===== config.mk =====
export PLATFORM = sky130hd
export DESIGN_NAME = mem_access_stage
export DESIGN_NICKNAME = d
export VERILOG_FILES = /design/src/rtl/pipeline_pkg.sv /design/src/rtl/mem_timeout_counter.sv /design/src/rtl/mem_access_stage.sv
export SDC_FILE = /design/constraint.sdc
export NUM_CORES = 1
export LEC_CHECK = 0
export ABC_AREA = 1
export CAP_MARGIN = 20
export CORE_ASPECT_RATIO = 1.25
export CORE_MARGIN = 5
export CORE_UTILIZATION = 63
export DETAILED_ROUTE_END_ITERATION = 16
export DONT_BUFFER_PORTS = 1
export PLACE_DENSITY_LB_ADDON = 0.15
export REMOVE_ABC_BUFFERS = 1
export SETUP_SLACK_MARGIN = 0.15
export SLEW_MARGIN = 20
export SYNTH_ARGS = -nofsm -noshare
export SYNTH_HDL_FRONTEND = slang
export SYNTH_SLANG_ARGS = --single-unit
export TNS_END_PERCENT = 100

===== constraint.sdc =====
create_clock -name clk -period 2.2 [get_ports clk]
set_clock_uncertainty 0.1 [all_clocks]
set_input_delay 0.22 -clock clk [delete_from_list [all_inputs] [get_ports clk]]
set_output_delay 0.22 -clock clk [all_outputs]
set_load 0.02 [all_outputs]

===== src/rtl/pipeline_pkg.sv =====
// rtl/pipeline_pkg.sv - shared types and width constants for the pipeline memory stage
package pipeline_pkg;

  localparam int XLEN                   = 32;
  localparam int REG_AW                 = 5;
  localparam int TIMEOUT_CYCLES_DEFAULT = 16;

  typedef enum logic {
    IDLE = 1'b0,
    WAIT = 1'b1
  } state_t;

endpackage


===== src/rtl/mem_timeout_counter.sv =====
// rtl/mem_timeout_counter.sv - wait-cycle counter flagging when an access has waited too long
module mem_timeout_counter #(
  parameter int LIMIT = 16
) (
  input  logic clk,
  input  logic reset,
  input  logic clear,
  input  logic enable,
  output logic expired
);

  logic [7:0] count_q;
  logic [7:0] count_d;

  // expired is seen in the LIMIT-th waiting cycle, so the request stays up exactly LIMIT cycles
  assign expired = (count_q == 8'(LIMIT - 1));

  // clear wins over enable; hold at the limit so the count never wraps
  always_comb begin
    count_d = count_q;
    if (clear) begin
      count_d = '0;
    end else if (enable && !expired) begin
      count_d = count_q + 8'd1;
    end
  end

  // count register
  always_ff @(posedge clk or negedge reset) begin
    if (!reset) begin
      count_q <= '0;
    end else begin
      count_q <= count_d;
    end
  end

endmodule


===== src/rtl/mem_access_stage.sv =====
// rtl/mem_access_stage.sv - MEM stage with req/ready data memory handshake; optional MEM_ALIGN_CHECK_EN
module mem_access_stage
  import pipeline_pkg::*;
#(
  parameter int TIMEOUT_CYCLES = TIMEOUT_CYCLES_DEFAULT
) (
  input  logic              clk,
  input  logic              reset,
  input  logic              valid_in,
  input  logic [XLEN-1:0]   data_1_in,
  input  logic [XLEN-1:0]   data_2_in,
  input  logic [REG_AW-1:0] Rd_in,
  input  logic              MEM_wen_in,
  input  logic              WB_sel_in,
  output logic              stall_out,
  output logic              dmem_req,
  output logic              dmem_wen,
  output logic [XLEN-1:0]   dmem_addr,
  output logic [XLEN-1:0]   dmem_wdata,
  input  logic              dmem_ready,
  input  logic [XLEN-1:0]   dmem_rdata,
  output logic              valid_out,
  output logic [XLEN-1:0]   wb_data_out,
  output logic [REG_AW-1:0] Rd_out,
  output logic              WB_sel_out,
  output logic              err_out
);

  state_t              state_q, state_d;
  logic [XLEN-1:0]     addr_q, addr_d;
  logic [XLEN-1:0]     wdata_q, wdata_d;
  logic [REG_AW-1:0]   rd_q, rd_d;
  logic                wen_q, wen_d;
  logic                sel_q, sel_d;
  logic                req_q, req_d;
  logic                valid_out_q, valid_out_d;
  logic [XLEN-1:0]     wb_data_q, wb_data_d;
  logic [REG_AW-1:0]   rd_out_q, rd_out_d;
  logic                wb_sel_out_q, wb_sel_out_d;
  logic                err_q, err_d;

  logic memop;
  logic misaligned;
  logic accept;
  logic abort;
  logic cnt_clear;
  logic cnt_en;
  logic expired;

  assign memop = MEM_wen_in | WB_sel_in;

`ifdef MEM_ALIGN_CHECK_EN
  assign misaligned = |data_1_in[1:0];
`else
  assign misaligned = 1'b0;
`endif

  assign accept    = (state_q == IDLE) && valid_in && memop && !misaligned;
  assign abort     = (state_q == WAIT) && !dmem_ready && expired;
  // drops in the completion/abort cycle so upstream advances without a bubble
  assign stall_out = accept || ((state_q == WAIT) && !dmem_ready && !abort);

  mem_timeout_counter #(
    .LIMIT (TIMEOUT_CYCLES)
  ) u_timeout (
    .clk     (clk),
    .reset   (reset),
    .clear   (cnt_clear),
    .enable  (cnt_en),
    .expired (expired)
  );

  // next-state, capture and result logic
  always_comb begin
    state_d      = state_q;
    addr_d       = addr_q;
    wdata_d      = wdata_q;
    rd_d         = rd_q;
    wen_d        = wen_q;
    sel_d        = sel_q;
    req_d        = req_q;
    valid_out_d  = 1'b0;
    err_d        = 1'b0;
    wb_data_d    = wb_data_q;
    rd_out_d     = rd_out_q;
    wb_sel_out_d = wb_sel_out_q;
    cnt_clear    = 1'b0;
    cnt_en       = 1'b0;
    case (state_q)
      IDLE: begin
        if (valid_in) begin
          if (!memop) begin
            valid_out_d  = 1'b1;
            wb_data_d    = data_1_in;
            rd_out_d     = Rd_in;
            wb_sel_out_d = WB_sel_in;
          end else if (misaligned) begin
            valid_out_d  = 1'b1;
            err_d        = 1'b1;
            wb_data_d    = data_1_in;
            rd_out_d     = '0;
            wb_sel_out_d = WB_sel_in & ~MEM_wen_in;
          end else begin
            // a store wins if both enables are set, so the access is never a read
            addr_d    = data_1_in;
            wdata_d   = data_2_in;
            rd_d      = Rd_in;
            wen_d     = MEM_wen_in;
            sel_d     = WB_sel_in & ~MEM_wen_in;
            req_d     = 1'b1;
            cnt_clear = 1'b1;
            state_d   = WAIT;
          end
        end
      end
      WAIT: begin
        if (dmem_ready) begin
          req_d        = 1'b0;
          valid_out_d  = 1'b1;
          wb_data_d    = sel_q ? dmem_rdata : addr_q;
          rd_out_d     = rd_q;
          wb_sel_out_d = sel_q;
          state_d      = IDLE;
        end else if (expired) begin
          req_d        = 1'b0;
          valid_out_d  = 1'b1;
          err_d        = 1'b1;
          wb_data_d    = addr_q;
          rd_out_d     = '0;
          wb_sel_out_d = sel_q;
          state_d      = IDLE;
        end else begin
          cnt_en = 1'b1;
        end
      end
      default: begin
        state_d = IDLE;
        req_d   = 1'b0;
      end
    endcase
  end

  // state and output registers; reset discards any in-flight access
  always_ff @(posedge clk or negedge reset) begin
    if (!reset) begin
      state_q      <= IDLE;
      addr_q       <= '0;
      wdata_q      <= '0;
      rd_q         <= '0;
      wen_q        <= 1'b0;
      sel_q        <= 1'b0;
      req_q        <= 1'b0;
      valid_out_q  <= 1'b0;
      wb_data_q    <= '0;
      rd_out_q     <= '0;
      wb_sel_out_q <= 1'b0;
      err_q        <= 1'b0;
    end else begin
      state_q      <= state_d;
      addr_q       <= addr_d;
      wdata_q      <= wdata_d;
      rd_q         <= rd_d;
      wen_q        <= wen_d;
      sel_q        <= sel_d;
      req_q        <= req_d;
      valid_out_q  <= valid_out_d;
      wb_data_q    <= wb_data_d;
      rd_out_q     <= rd_out_d;
      wb_sel_out_q <= wb_sel_out_d;
      err_q        <= err_d;
    end
  end

  assign dmem_req    = req_q;
  assign dmem_wen    = wen_q;
  assign dmem_addr   = {addr_q[XLEN-1:2], 2'b00};
  assign dmem_wdata  = wdata_q;
  assign valid_out   = valid_out_q;
  assign wb_data_out = wb_data_q;
  assign Rd_out      = rd_out_q;
  assign WB_sel_out  = wb_sel_out_q;
  assign err_out     = err_q;

endmodule


# Word level (Yosys, flattened, before mapping)

Cells that the tools add are included.

Reduce and logical (&&, ||, !) cells: 14
Eq/ne operators: 5
Muxes and demuxes: 37
Add/subtract/negate cells: 1
Bitwise logic cells: 4

Operators with widths:

| kind                | number |
|---|---|
| $mux 32             | 5 |
| $pmux 32 s2         | 1 |
| $mux 5              | 4 |
| $mux 1              | 19 |
| $mux 8              | 2 |
| $pmux 1 s2          | 5 |
| $pmux 5 s2          | 1 |
| $reduce_and 3->1    | 3 |
| $add 8x1->8 const B | 1 |
| $eq 8x4->1 const B  | 1 |
| $logic_and 1x1->1   | 6 |
| $ne 2x2->1 const B  | 3 |
| $logic_not 1->1     | 3 |
| $ne 3x2->1 const B  | 1 |
| $not 1->1           | 2 |
| $reduce_bool 2->1   | 1 |
| $and 1x1->1         | 1 |
| $logic_or 1x1->1    | 1 |
| $or 1x1->1          | 1 |

Word-level logic and storage cells: 74
Register bits: 121
Output and inout bits: 107
Bits of input ports: 107

# Logic depth before layout (Yosys ltp)

Gate-level depths: netlist of run 1.

Depth in word-level cells: 7
Gate-level depth with buffers: 9
Depth with buffers taken out: 8

# By module

From an unflattened synthesis of run 1, not the netlist that was laid out.

Cells, all modules: 802
Area, all modules: 6062.1 um^2

Modules (own cells, without submodules):

| module              | area an instance (um^2) | instances | sequential area each (um^2) | cells an instance |
|---|---|---|---|---|
| mem_access_stage    | 5554.1                  | 1         | 2827.7                      | 735 |
| mem_timeout_counter | 508.0                   | 1         | 200.2                       | 67 |

# Least setup slack after synthesis of run 1

OpenSTA, ideal clock, no wires.

Path type: reg2reg
Start point: register u_timeout.count_q[1]
End point: register wb_data_q[22], in the netlist wb_data_out[22]
Setup time: 117 ps
Arrival: 1332 ps
Stages on the path, launching flop included: 9
Buffers on the path: 2
Period minus slack after synthesis: 1549 ps
Required time: 1983 ps
Setup slack: 651 ps
Cells stage by stage: dfrtp_1 -> ha_1 -> nand3_1 -> nor2_2 -> nand2_1 -> buf_2 -> buf_6 -> nand4_1 -> nand2_1

Cells in the longest elaborated chain, start to end: 3

RTL lines:

| item                       | line                      | RTL |
|---|---|---|
| from (decl)                | mem_timeout_counter.sv:12 | `logic [7:0] count_q;` |
| from (signal assigned)     | mem_timeout_counter.sv:33 | `count_q <= count_d;` |
| $eq 8x4->1                 | mem_timeout_counter.sv:16 | `assign expired = (count_q == 8'(LIMIT - 1));` |
| $ne 3x2->1 (no line)       | --                        |  |
| $reduce_and 3->1 (no line) | --                        |  |
| to (signal assigned)       | mem_access_stage.sv:167   | `wb_data_q <= wb_data_d;` |
| to (decl)                  | mem_access_stage.sv:37    | `logic [XLEN-1:0] wb_data_q, wb_data_d;` |

No other way between the ends.
A chain may end at the register's enable or synchronous reset.

# Worst setup path after layout of run 1

Start point: register state_q
End point: output port stall_out

Cells in the longest elaborated chain, start to end: 5
Elaborated cells between the ends (all ways): 8
Classes of those cells: 1 x bitwise; 7 x reduce/logical

RTL lines:

| item                   | line                                           | RTL |
|---|---|---|
| from (decl)            | mem_access_stage.sv:29                         | `state_t state_q, state_d;` |
| from (signal assigned) | mem_access_stage.sv:159                        | `state_q <= state_d;` |
| $logic_and 1x1->1      | mem_access_stage.sv:59, mem_access_stage.sv:61 |  |
| $logic_and 1x1->1      | mem_access_stage.sv:59                         | `assign abort = (state_q == WAIT) && !dmem_ready && expired;` |
| $logic_not 1->1        | mem_access_stage.sv:61                         | `assign stall_out = accept \|\| ((state_q == WAIT) && !dmem_ready && !abort);` |
| $logic_and 1x1->1      | mem_access_stage.sv:61                         |  |
| $logic_or 1x1->1 (*)   | mem_access_stage.sv:61                         |  |
| to (decl)              | mem_access_stage.sv:15                         | `output logic stall_out,` |

Mark *: on every way between the ends. The rest lies on a longest branch, timed or not.

==> summary.md, run 1 <==
| Metric | Value |
|---|---|
| R2r worst-path depth | `5` |
| DRC | `0` |
| Clk sink count | `121` |
| Clk pwr share | `0.331` |
| Crit path DAT | `1610 ps` |
| Req. time, crit path | `1880 ps` |
| Final TNS setup | `0 ps` |
| Via density per instance | `5.833` |
| Final Power | `7.568 mW` |
| Pins over their slew limit | `0` |
| H-tree level count | `4` |
| Comb power frac | `0.162` |
| CTS Hold Buffers Added | `73` |
| Drt wl/cell | `18.60 um` |
| Sequential power share | `0.507` |
| Clock-pin slew on the worst setup and hold paths | `60 ps` |
| # port buffers | `0` |
| Crit Path Class | `register to output pin` |
| Clock Latency Late Sink | `420 ps` |
| Critical Path End Type | `output pin` |
| Initial Utilization | `0.6401` |
| CTS tree | `yes` |
| Pint | `4.778 mW` |
| Final setup violation count | `0` |
| Routed WL | `16330 um` |
| Clock buffer count from CTS | `17` |
| Clk buf depth | `2` |
| Synthesis-stage register bit count | `121` |
| Diode count | `0` |
| Post-Layout Inst Area | `6908 um^2` |
| Worst Path Max Fanout | `86` |
| Root Buffer | `clkbuf_16` |
| Layout Nets | `850` |
| Unrepaired setup endpoints after global routing | `no` |
| Gr ovfl total | `0` |
| DP HPWL | `9720 um` |
| Outcome | `finished, violations left` |
| Die Wd | `95.89 um` |
| WHS | `-606.4 ps` |
| Layout area overhead | `18.91%` |
| I/O Pins | `214` |
| Antenna-violating nets left | `0` |
| Sequential element share of the synthesized area | `0.5212` |
| GRT Util Overall | `0.2949` |
| Setup crit start kind | `register` |
| Failing checks | `hold timing` |
| Maximum number of pins on one net before global-route repair | `122` |
| Lkg Pwr | `3.424 nW` |
| Sw Share | `0.3687` |
| Max Freq | `517.3 MHz` |
| Iteration-0 DRC Markers | `300` |
| Power Density | `1096 nW/um^2` |
| Max-Cap Viols | `0` |
| Commonest non-fill, non-tap cells in the layout | `247 x nand2_1, 120 x dfrtp_1, 74 x o21ai_0` |
| Initial antenna violation count | `0` |
| Sw power | `2.790 mW` |
| Vias in the first global route | `5203` |
| Dpl cells | `773` |
| Final non-filler cell total | `878` |
| Commonest non-fill, non-tap cell in the layout | `nand2_1` |
| Mapped Avg Cell Area | `8.114 um^2` |
| Core area | `9076 um^2` |
| Post-Syn Instances | `716` |
| Final GP Congestion | `0.8441` |
| 1st-pass router iterations | `5` |
| Die Y | `117.4 um` |
| Ratio of cells with drive above 1 in the final layout | `0.07417` |
| Die area | `11250 um^2` |
| Min Tclk post-route | `1933 ps` |
| Hold crit path type | `primary input to asynchronous set/reset pin` |
| Final Hold Fails | `121` |
| Core Rows | `39` |
| Mapped Area | `5809 um^2` |
| Final Cycle Share | `0.8787` |
| Synth Warn # | `0` |
| Synth cell types | `25` |
| First-pass GRT wire length | `25840 um` |
| Placed cell area | `5632 um^2` |
| Setup bufs post-CTS | `0` |
| Worst IR Drop VDD | `0.6978 mV` |
| Vias | `5121` |
[worst paths after layout]
path                       startpoint                   end  slack [ps]
setup / recovery              state_q             stall_out         270
hold / removal                  reset            addr_q[29]        -610
setup reg to reg              state_q                 sel_q         280
hold reg to reg               rd_q[2]               rd_q[2]         390
max in group asynchronous       reset  u_timeout.count_q[4]        2440
min in group clk           dmem_ready       wb_data_out[26]          20
[per-layer routing]
layer | vias to the layer above | GRT usage | part of all wire
met5 | - | 0 | 0
met4 | 0 | 0.1406 | 0.036
met2 | 288 | 0.4624 | 0.49
li1 | 2375 | - | -
met1 | 2404 | 0.3504 | 0.36
met3 | 54 | 0.1159 | 0.12
[sequential cells by signal (all words and copies together) (netlist names), 5 cells and up]
register / cells
addr_q: 32
dmem_wdata: 32
wb_data_out: 32
u_timeout.count_q: 8
Rd_out: 5
rd_q: 5
[critical path: stages, from the launching register on]
cell	delay, ps
dfrtp_2	430
nor2_2	230
o21ai_4	110
buf_12	230
nand2_2	180
[power by group through the flow]
stage / clock (mW) / combinational (mW) / sequential (mW)
CTS: 2.52 / 1.20 / 3.84
global route: 2.64 / 1.39 / 3.90
finish: 2.50 / 1.23 / 3.84
floorplan: 0 / 0.787 / 3.74
detailed placement: 0 / 1.08 / 3.86
global placement: 0 / 1.03 / 3.85
[cell usage after synthesis]
master,count,area (um^2)
inv_2,1,3.750
o21bai_1,1,7.510
nand3b_1,1,7.510
buf_6,3,33.78
a22o_1,1,8.760
buf_4,32,240.2
dfrtp_1,121,3028
o21ai_1,2,10.01
o21ai_0,74,370.4
o21ai_2,1,8.760
nor2_1,10,37.54
nand2_1,248,930.9
ha_1,1,12.51
conb_1,1,3.750
a21oi_1,32,160.2
buf_1,2,7.510
clkbuf_1,30,112.6
nand3_2,1,10.01
nor2_2,4,25.02
xor2_1,1,8.760
nand4_1,42,262.8
nand3_1,13,65.06
buf_2,15,75.07
inv_1,46,172.7
o22ai_1,33,206.5
[repair_timing]
action,4_1_cts,5_1_grt
gates resized for setup,0,1
endpoints found under the setup margin,0,1
hold endpoints to repair,228,121
[area by class of cell]
type	instances	area [um^2]
Clock inverter	12	76.32
Sequential cell	121	3029
Multi-Input combinational cell	467	2150
Timing Repair Buffer	88	855.8
Clock buffer	20	466.7
Inverter	47	176.4
Tap cell	123	153.9
Fill cell	641	2168
[cell families (layout without fill, tap and decap cells)]
family,count (synthesis),after routing,synth area share
xor+xnor,1,1,0.001508
flops,121,121,0.5212
fa+ha+maj,1,1,0.002153
compound gates,144,144,0.1329
other cells,1,2,0.0006455
simple gates,319,319,0.2305
buf+inv,129,167,0.1111
[stage by stage]
step | util | setup slack, ps | hold slack, ps
global placement | 0.6205 | 640.8 | -172.8
detailed placement | 0.6205 | 578.0 | -172.1
floorplan | - | -1676 | -175.6
finish | 0.7611 | 267.0 | -606.4
global route | 0.7611 | 182.9 | -623.5
CTS | 0.7608 | 203.0 | -609.7
Note: power is estimated with default switching activity, not from simulation.
==> inputs of run 2 (changes only) <==
--- a/config.mk
+++ b/config.mk
@@ -15,6 +15,7 @@
 export PLACE_DENSITY_LB_ADDON = 0.15
 export REMOVE_ABC_BUFFERS = 1
 export SETUP_SLACK_MARGIN = 0.15
+export SKIP_LAST_GASP = 1
 export SLEW_MARGIN = 20
 export SYNTH_ARGS = -nofsm -noshare
 export SYNTH_HDL_FRONTEND = slang
==> results of run 2 <==
Same layout as run 1: the final DEF is identical, and so are final timing and power.
==> inputs of run 3 (changes only) <==
--- a/config.mk
+++ b/config.mk
@@ -7,12 +7,12 @@
 export LEC_CHECK = 0
 export ABC_AREA = 1
 export CAP_MARGIN = 20
-export CORE_ASPECT_RATIO = 1.25
-export CORE_MARGIN = 5
+export CORE_ASPECT_RATIO = 0.5
 export CORE_UTILIZATION = 63
 export DETAILED_ROUTE_END_ITERATION = 16
 export DONT_BUFFER_PORTS = 1
 export PLACE_DENSITY_LB_ADDON = 0.15
+export RECOVER_POWER = 100
 export REMOVE_ABC_BUFFERS = 1
 export SETUP_SLACK_MARGIN = 0.15
 export SKIP_LAST_GASP = 1
==> run 3 against run 2 <==
  * The run still ends with hold timing left
  * Flip-flop and latch count did not move
  * Routed wire length shrank 7.2%
  * First-iteration DRC count up 10%
  * Combinational power hardly changed
  * Cell count is 1.3% lower
  * Largest power group unchanged
  * Sequential share of layout area is 0.21 points higher
  * Worst setup slack lost 40 ps
  * Non-clock buffer count is 3 lower
==> summary.md, run 3 (same netlist as run 1, synthesis figures left out) <==
| Metric | Value |
|---|---|
| Layout area overhead | `18.35%` |
| Clk pwr share | `0.337` |
| Clk buf depth | `2` |
| Initial antenna violation count | `0` |
| Pins over their slew limit | `0` |
| Crit Path Class | `register to register` |
| First-pass GRT wire length | `23730 um` |
| Maximum number of pins on one net before global-route repair | `122` |
| CTS tree | `yes` |
| Unrepaired setup endpoints after global routing | `no` |
| Core area | `8828 um^2` |
| Outcome | `finished, violations left` |
| Failing checks | `hold timing` |
| Req. time, crit path | `2330 ps` |
| DRC | `0` |
| Slew @ Worst Pin | `761.1 ps` |
| Final Power | `7.623 mW` |
| # port buffers | `0` |
| DR top layer | `met4` |
| WHS | `-587.0 ps` |
| Diode count | `0` |
| Max-Cap Viols | `0` |
| Die area | `9632 um^2` |
| Clock Latency Late Sink | `400 ps` |
| Final Hold Fails | `121` |
| Final setup violation count | `0` |
| Drt wl/cell | `17.47 um` |
| Placed cell area | `5627 um^2` |
| GRT Util Overall | `0.3209` |
| Sequential power share | `0.502` |
| CTS Hold Buffers Added | `73` |
| Min Tclk post-route | `1973 ps` |
| H-tree level count | `4` |
| Comb power frac | `0.161` |
| Pint | `4.899 mW` |
| Worst Path Max Fanout | `46` |
| Routed met3 length | `1354 um` |
| Commonest non-fill, non-tap cells in the layout | `248 x nand2_1, 120 x dfrtp_1, 74 x o21ai_0` |
| Die Wd | `137.8 um` |
| Gr ovfl total | `0` |
| Final Cycle Share | `0.8970` |
| Clock buffer count from CTS | `17` |
| R2r worst-path depth | `4` |
| Iteration-0 DRC Markers | `330` |
| Met1 wire length | `6222 um` |
| Clk sink count | `121` |
| I/O Pins | `214` |
| Vias in the first global route | `4887` |
| Crit path DAT | `2100 ps` |
| Sw Share | `0.3573` |
| Initial Utilization | `0.6580` |
| Vias | `5040` |
| Core Rows | `24` |
| Root Buffer | `clkbuf_16` |
| Met2 routed WL | `7374 um` |
| Routed WL | `15150 um` |
| DP HPWL | `8669 um` |
| Layout Nets | `847` |
| Setup bufs post-CTS | `0` |
| Ratio of cells with drive above 1 in the final layout | `0.06000` |
| Final GP Congestion | `0.7719` |
| Post-Layout Inst Area | `6875 um^2` |
| Commonest non-fill, non-tap cell in the layout | `nand2_1` |
| Max Freq | `506.7 MHz` |
| Critical Path End Type | `register` |
| Hold crit path type | `primary input to asynchronous set/reset pin` |
| Power Density | `1109 nW/um^2` |
| Slew headroom | `0.4926` |
| Antenna-violating nets left | `0` |
| 1st-pass router iterations | `5` |
| Clock-pin slew on the worst setup and hold paths | `50 ps` |
| Worst IR Drop VDD | `0.7275 mV` |
| Sw power | `2.724 mW` |
| Post_cts resized | `0` |
| Die Y | `69.90 um` |
| Setup crit start kind | `register` |
| Via density per instance | `5.813` |
| Lkg Pwr | `3.427 nW` |
-- run 3: cell count changes in the layout (fill, tap and decap cells not counted), moves of 2 or more --
| cell | previous run | this run |
|---|---|---|
| bufinv_16 | 0 | 2 |
| clkinvlp_4 | 5 | 1 |
| buf_4 | 14 | 8 |
| clkbuf_8 | 3 | 0 |
| nor2_1 | 10 | 12 |
| clkbuf_1 | 0 | 2 |
| nor2_2 | 4 | 2 |
| clkinv_2 | 6 | 8 |
-- run 3: cell type report --
type / instances / area (um^2)
Clock buffer: 19 / 432.9
Clock inverter: 11 / 107.6
Fill cell: 603 / 1953
Inverter: 47 / 176.4
Multi-Input combinational cell: 467 / 2142
Sequential cell: 121 / 3029
Tap cell: 117 / 146.4
Timing Repair Buffer: 85 / 840.8
-- run 3: worst paths after layout --
path	start	to	slack, ps
min in group clk	dmem_rdata[6]	wb_data_out[6]	40
max in group asynchronous	reset	addr_q[3]	2400
max reg2reg	state_q	addr_q[24]	230
max	state_q	addr_q[24]	230
min	reset	addr_q[20]	-590
min reg2reg	rd_q[3]	rd_q[3]	380
-- run 3: metal layers --
metal  vias to the layer above  GRT usage
met5                         -          0
met4                         0     0.1147
met3                        18     0.1060
met2                       221     0.5254
met1                      2429     0.3988
li1                       2372          -
-- run 3: power by group through the flow --
stage / logic [mW] / clock network [mW] / registers (mW)
floorplan: 0.787 / 0 / 3.74
global placement: 1.04 / 0 / 3.83
detailed placement: 1.09 / 0 / 3.84
CTS: 1.21 / 2.60 / 3.82
global route: 1.40 / 2.69 / 3.88
finish: 1.22 / 2.57 / 3.83
-- run 3: stage by stage --
stage	TNS (ps)	worst slack, ps	std cells	hold slack (ps)	util
floorplan	-132880	-1676	635	-175.6	-
global placement	0	488.3	764	-173.6	0.6373
detailed placement	0	482.9	764	-174.3	0.6373
finish	0	226.5	867	-587.0	0.7788
global route	0	92.69	867	-607.1	0.7788
CTS	0	268.8	867	-598.1	0.7813
-- run 3: worst max-delay path: stages (launching register included) --
cell and delay (ps):
dfrtp_2 380, nor2_2 80, o21ai_4 280, buf_2 740, o21ai_0 210
